$ cat src/rtl/rv32i_pkg.sv
// Shared RV32I pipeline constants and the IF/ID bundle type, reused by later
// pipeline registers.
package rv32i_pkg;
    localparam int          XLEN      = 32;
    localparam logic [31:0] RESET_PC  = 32'h0000_0000;
    localparam logic [31:0] NOP_INSTR = 32'h0000_0013;

    typedef struct packed {
        logic [31:0]     instr;
        logic [XLEN-1:0] pc;
        logic [XLEN-1:0] pc_plus4;
        logic            valid;
    } ifid_t;
endpackage

$ cat src/rtl/pipe_reg_en_clr.sv
// Generic pipeline flop: async active-low reset, synchronous clear (wins over
// enable), and enable.
module pipe_reg_en_clr #(
    parameter int           W       = 32,
    parameter logic [W-1:0] RST_VAL = '0,
    parameter logic [W-1:0] CLR_VAL = '0
) (
    input  logic         clk,
    input  logic         rst_n,
    input  logic         en_i,
    input  logic         clr_i,
    input  logic [W-1:0] d_i,
    output logic [W-1:0] q_o
);
    logic [W-1:0] data_q;

    always_ff @(posedge clk or negedge rst_n) begin
        if (!rst_n)     data_q <= RST_VAL;
        else if (clr_i) data_q <= CLR_VAL;
        else if (en_i)  data_q <= d_i;
    end

    assign q_o = data_q;
endmodule

$ cat src/rtl/fetch_pc_ifid.sv
// Fetch-stage PC register with redirect/stall select, misaligned-target flag,
// and the IF/ID pipeline register feeding Decode.
module fetch_pc_ifid
    import rv32i_pkg::*;
#(
    parameter logic [XLEN-1:0] RESET_PC  = rv32i_pkg::RESET_PC,
    parameter logic [31:0]     NOP_INSTR = rv32i_pkg::NOP_INSTR
) (
    input  logic            clk,
    input  logic            rst_n,
    input  logic [XLEN-1:0] PCPlus4F,
    input  logic [XLEN-1:0] PCTargetE,
    input  logic            PCSrcE,
    input  logic            StallF,
    input  logic            StallD,
    input  logic            FlushD,
    input  logic [31:0]     InstrF,
    output logic [XLEN-1:0] PCF,
    output logic [31:0]     InstrD,
    output logic [XLEN-1:0] PCD,
    output logic [XLEN-1:0] PCPlus4D,
    output logic            ValidD,
    output logic            MisalignE
);
    localparam int    IFID_W   = $bits(ifid_t);
    localparam ifid_t IFID_NOP = '{instr: NOP_INSTR, pc: '0, pc_plus4: '0, valid: 1'b0};

    logic [XLEN-1:0] pc_d;
    logic            pc_en;
    ifid_t           ifid_d, ifid_q;
    logic            misalign_q;

    // Redirect overrides StallF so a taken branch is never dropped.
    assign pc_en = PCSrcE | ~StallF;
    assign pc_d  = PCSrcE ? {PCTargetE[XLEN-1:2], 2'b00} : PCPlus4F;

    pipe_reg_en_clr #(
        .W       (XLEN),
        .RST_VAL (RESET_PC),
        .CLR_VAL (RESET_PC)
    ) u_pc_reg (
        .clk   (clk),
        .rst_n (rst_n),
        .en_i  (pc_en),
        .clr_i (1'b0),
        .d_i   (pc_d),
        .q_o   (PCF)
    );

    assign ifid_d = '{instr: InstrF, pc: PCF, pc_plus4: PCPlus4F, valid: 1'b1};

    pipe_reg_en_clr #(
        .W       (IFID_W),
        .RST_VAL (IFID_NOP),
        .CLR_VAL (IFID_NOP)
    ) u_ifid_reg (
        .clk   (clk),
        .rst_n (rst_n),
        .en_i  (~StallD),
        .clr_i (FlushD),
        .d_i   (ifid_d),
        .q_o   (ifid_q)
    );

    always_ff @(posedge clk or negedge rst_n) begin
        if (!rst_n) misalign_q <= 1'b0;
        else        misalign_q <= PCSrcE & (PCTargetE[1:0] != 2'b00);
    end

    assign InstrD    = ifid_q.instr;
    assign PCD       = ifid_q.pc;
    assign PCPlus4D  = ifid_q.pc_plus4;
    assign ValidD    = ifid_q.valid;
    assign MisalignE = misalign_q;
endmodule

$ cat config.mk
export PLATFORM = sky130hd
export DESIGN_NAME = fetch_pc_ifid
export DESIGN_NICKNAME = d
export VERILOG_FILES = /design/src/rtl/rv32i_pkg.sv /design/src/rtl/pipe_reg_en_clr.sv /design/src/rtl/fetch_pc_ifid.sv
export SDC_FILE = /design/constraint.sdc
export NUM_CORES = 1
export LEC_CHECK = 0
export BUFFER_PORTS_ARGS = -buffer_cell sky130_fd_sc_hd__buf_2
export CELL_PAD_IN_SITES_DETAIL_PLACEMENT = 1
export CELL_PAD_IN_SITES_GLOBAL_PLACEMENT = 1
export CORE_AREA = 2 2 120 122
export CTS_BUF_LIST = sky130_fd_sc_hd__clkbuf_4 sky130_fd_sc_hd__clkbuf_8
export DETAILED_ROUTE_END_ITERATION = 8
export DIE_AREA = 0 0 122 124
export PLACE_DENSITY = 0.9
export SKIP_CTS_REPAIR_TIMING = 1
export SYNTH_ARGS = -nofsm -noshare
export SYNTH_HDL_FRONTEND = slang
export SYNTH_SLANG_ARGS = --single-unit
$ cat constraint.sdc
create_clock -name clk -period 1 [get_ports clk]
set_input_delay 0.1 -clock clk [delete_from_list [all_inputs] [get_ports clk]]
set_output_delay 0.1 -clock clk [all_outputs]
set_load 0.005 [all_outputs]
# Word-level counts from Yosys, hierarchy flattened

Cells that the tools add are included.

Bits of input ports: 102
Logic and storage cells: 11
Register bits after elaboration: 130

Bitwise logic cells: 3
Equal/unequal tests: 1
Reductions and logical operators: 1
Multiplexer cells: 3

Operators with widths:

| kind                 | number |
|---|---|
| $mux W97             | 2 |
| $mux W32             | 1 |
| $ne A2 B1 Y1 const B | 1 |
| $reduce_bool A2 Y1   | 1 |
| $and A1 B1 Y1        | 1 |
| $not A1 Y1           | 1 |
| $or A1 B1 Y1         | 1 |

# Depth between registers and ports, before layout

Depth in word-level cells: 2
Mapped depth: 5
Gate-level depth less buffers: 2

# Modules after synthesis

From an unflattened synthesis, not the netlist that was laid out.

Cell total of the unflattened synthesis: 458
Area total of the unflattened synthesis: 5,814.3 um2

By module, submodules not included:

| module                       | cells an instance | area each (um2) | instances | sequential area each (um2) |
|---|---|---|---|---|
| pipe_reg_en_clr (u_ifid_reg) | 313               | 3,930.0         | 1         | 2,431.1 |
| pipe_reg_en_clr (u_pc_reg)   | 103               | 1,323.8         | 1         | 800.8 |
| fetch_pc_ifid                | 42                | 560.5           | 1         | 25.0 |

# Worst setup path after synthesis

No wires, ideal clock.

Path kind: input-to-reg
Start point: in StallD
End point: reg u_ifid_reg.data_q[81] (netlist: u_ifid_reg.q_o[81])
Stages on the path: 5
Library setup time: 0.132 ns
Slack: 0.148 ns
Data arrival time: 0.720 ns
Path through: buf_6 -> buf_8 -> buf_6 -> mux2i_1 -> nor2_1

Cells in the longest elaborated chain, start to end: 1

RTL lines:

| element                       | line                  | source |
|---|---|---|
| from (decl)                   | fetch_pc_ifid.sv:15   | `input logic StallD,` |
| $ne A2 B1 Y1 (no source line) | n/a                   |  |
| to (signal assigned)          | pipe_reg_en_clr.sv:20 | `else if (en_i) data_q <= d_i;` |
| to (decl)                     | pipe_reg_en_clr.sv:15 | `logic [W-1:0] data_q;` |

No other way between the ends.
A chain may end at the register's enable or synchronous reset.

# Worst setup path after layout

Start point: reg u_ifid_reg.data_q[66] (netlist: u_ifid_reg.q_o[66])
End point: out InstrD[1]

RTL lines:

| element   | line                | source |
|---|---|---|
| to (decl) | fetch_pc_ifid.sv:19 | `output logic [31:0] InstrD,` |

No word-level cell between the ends.

==> out/results.tsv <==
stage	metric	value	unit
status	status	finished, violations left	
status	violations	negative setup slack	
die	row_count	43	
hold_path	hold_end	u_ifid_reg.q_o[65]$_DFFE_PN1P_	
place	io_buffer_count	231	
place	gp_congestion	0.769	
sta	timing.final.ws_setup	-0.199	ns
sta	maxSlewHeadroom	77.0	%
clock_tree	clock_latency	0.44	ns
power	power_density	1550	mW/mm^2
worst_setup_path	worstReg2RegStart	u_pc_reg.q_o[25]$_DFFE_PN0P_	
job	cap_violations	0	
worst_setup_path	crit_family	flip-flops	
global_route	grt_pass1_wl	24.0	mm
die	dieArea	0.0151	mm^2
worst_setup_path	worst-path-stages	1	
global_route	grt_usage	20.7	%
synthesis	synth_seq_area_share	60.3	%
sta	fmax	834	MHz
finish	drive_gt1_share	40.1	%
sta	hold_viol_final	0	
drt	ant_nets	0	
finish	nets	937	
worst_setup_path	critPathArrivalTime	1.10	ns
drt	drc	0	
synthesis	synth-edff-count	0	
sta	period_minus_slack	1.20	ns
clock_tree	cts-htree-levels	4	
die	dieHeight	124	um
sta	final_max_slew_viol_count	0	
synthesis	syn_inst	452	
worst_setup_path	cp-start-kind	register	
synthesis	netlist_area	0.00541	mm^2
drt	dr_total_vias	5212	
drt	wl_per_cell	21.9	um
synthesis	yosysWarnings	0	
finish	post-route-util	63.1	%
power	leakage	4.80	nW
worst_setup_path	cp_max_fo	2	
die	initial_core_util	39.4	%
worst_setup_path	crit_path_cell_trace	buf_6	
drt	drt-initial-drc-count	279	
power	irDropWorstVdd	1050	uV
sta	setup_viol	132	
worst_setup_path	rr_worst_depth	3	
worst_setup_path	r2r_slack	-0.05	ns
place	post_dp_cell_area	0.00681	mm^2
worst_setup_path	startpoint	u_ifid_reg.q_o[66]$_DFFE_PN1P_	
synthesis	synth_area_leaders	dfrtp_1 59%, mux2i_1 23%, nor2_1 6.6%, o21ai_0 2.8%, nand2_1 2.1%	
drt	wl	22.6	mm
finish	fin_area	0.00866	mm^2
hold_path	min_from	InstrF[0]	
sta	worst_slew_pin_slew	0.342	ns
worst_setup_path	required	0.90	ns
die	die_w	122	um
clock_tree	numCtsBuffers	17	
synthesis	synth_nets	554	
global_route	grt_pass1_vias	4628	
synthesis	yosys-top-cells-count	127 x dfrtp_1, 125 x mux2i_1, 95 x nor2_1	
finish	area_growth	60.2	%
global_route	antenna_found_initial	2	
synthesis	synth.most_common_cell	dfrtp_1	
synthesis	synth-seq-cells	130	
clock_tree	cts_tree	yes	
drt	viasPerCell	5.06	
worst_setup_path	timing.rr.end	u_pc_reg.q_o[25]$_DFFE_PN0P_	
worst_setup_path	cp_num_buf_inv	1	
die	core_area	0.0137	mm^2
clock_tree	cts.path.max_buffers	2	
global_route	grt_start_max_net_pins	64	
place	dp_hpwl	11.4	mm
synthesis	synthArstFlopShare	100	%
clock_tree	clockRootBuffer	clkbuf_8	
power	totalPowerFinal	13.4	mW
synthesis	synthDistinctLibCells	16	
worst_setup_path	max_stage_delay	0.56	ns
worst_setup_path	critPathKind	reg2out	
clock_tree	cts.clk_slew.worst_paths	0.08	ns
sta	grt_setup_unrepaired	yes	
synthesis	synth_flop_cell	dfrtp_1	
synthesis	synth_top_area_share	58.8	%
hold_path	hp-class	in2reg	
die	ios	232	
synthesis	synth_area_per_cell	12.0	um^2
worst_setup_path	slowest_stage	dfstp_2	
worst_setup_path	cp-end-kind	primary output	
clock_tree	cts.sinks	130	
drt	first_pass_iters	6	
sta	fin_worst_skew	0.0122	ns
global_route	grt.overflow.total	0	
synthesis	yosys.area.top_type	dfrtp_1	
sta	min_period_over_period	120	%
hold_path	hold_depth	3	
sequential cells by signal, summed over array words and instances (netlist names):
signal,count
u_ifid_reg.q_o,97
u_pc_reg.q_o,32
MisalignE,1
worst reg2reg max path, stage by stage, from the launching register on:
cell,delay [ns]
dfrtp_1,0.43
buf_4,0.13
mux2i_1,0.06
o21ai_0,0.30
cell families (layout without fill, tap and decap cells):
kind of cell	after synthesis	in the layout	synth area share (%)
and+or+nand+nor	128	128	9.03
AOI/OAI and AO/OA	35	35	3.50
other	0	2	0
DFF	130	130	60.3
muxes	125	125	23.1
buffers and inverters	34	430	4.07
per-stage QoR:
step	hold WS [ns]	setup TNS (ns)	worst slack, ns	std cells
after global placement	-0.0546	0	0.0620	845
after CTS	-0.529	-10.96	-0.213	877
after floorplan	-0.196	0	0.148	452
after global routing	0.0106	-15.52	-0.236	1030
after detailed placement	-0.0506	-0.0775	-0.0585	845
final	0.00591	-9.64	-0.199	1030
report_power, final:
| part | switching [mW] | leakage, nW | internal, mW |
|---|---|---|---|
| clock | 2.12 | 0.237 | 3.04 |
| sequential | 0.264 | 1.68 | 5.61 |
| combinational | 1.14 | 2.88 | 1.24 |
metal layers:
metal	global-route usage [%]	up-vias	share of wire [%]
li1	-	2276	-
met1	22.9	2601	36
met2	37.4	260	53
met3	7.83	75	6.9
met4	5.60	0	4.5
met5	0	-	0
worst max-delay path by stage:
stage / end
floorplan: u_ifid_reg.q_o[81]$_DFFE_PN0P_
global placement: u_ifid_reg.q_o[69]$_DFFE_PN1P_
detailed placement: u_ifid_reg.q_o[71]$_DFFE_PN0P_
CTS: InstrD[1]
global route: InstrD[0]
finish: InstrD[1]
final cells by class:
cell class	instances	area, um^2
antenna	2	5.00
clock buffer	23	304
clock inverter	9	153
fill	1463	5060
inverter	1	3.75
multi-input combinational	288	1930
sequential	130	3260
tap	180	225
timing repair buffer	397	2780
layout by cell type, fill, tap and decap left out:
cell and count:
a211o_1 3, a21oi_1 1, buf_12 10, buf_2 226, buf_4 66, buf_6 3
bufinv_16 4, clkbuf_4 2, clkbuf_8 21, clkinv_2 3, clkinv_4 2, dfrtp_1 127
dfstp_2 3, diode_2 2, dlygate4sd3_1 92, inv_1 1, mux2i_1 125, nand2_1 30
nor2_1 95, nor2b_1 3, o21a_1 1, o21ai_0 30
No activity file was read; power rests on OpenSTA's default activity.
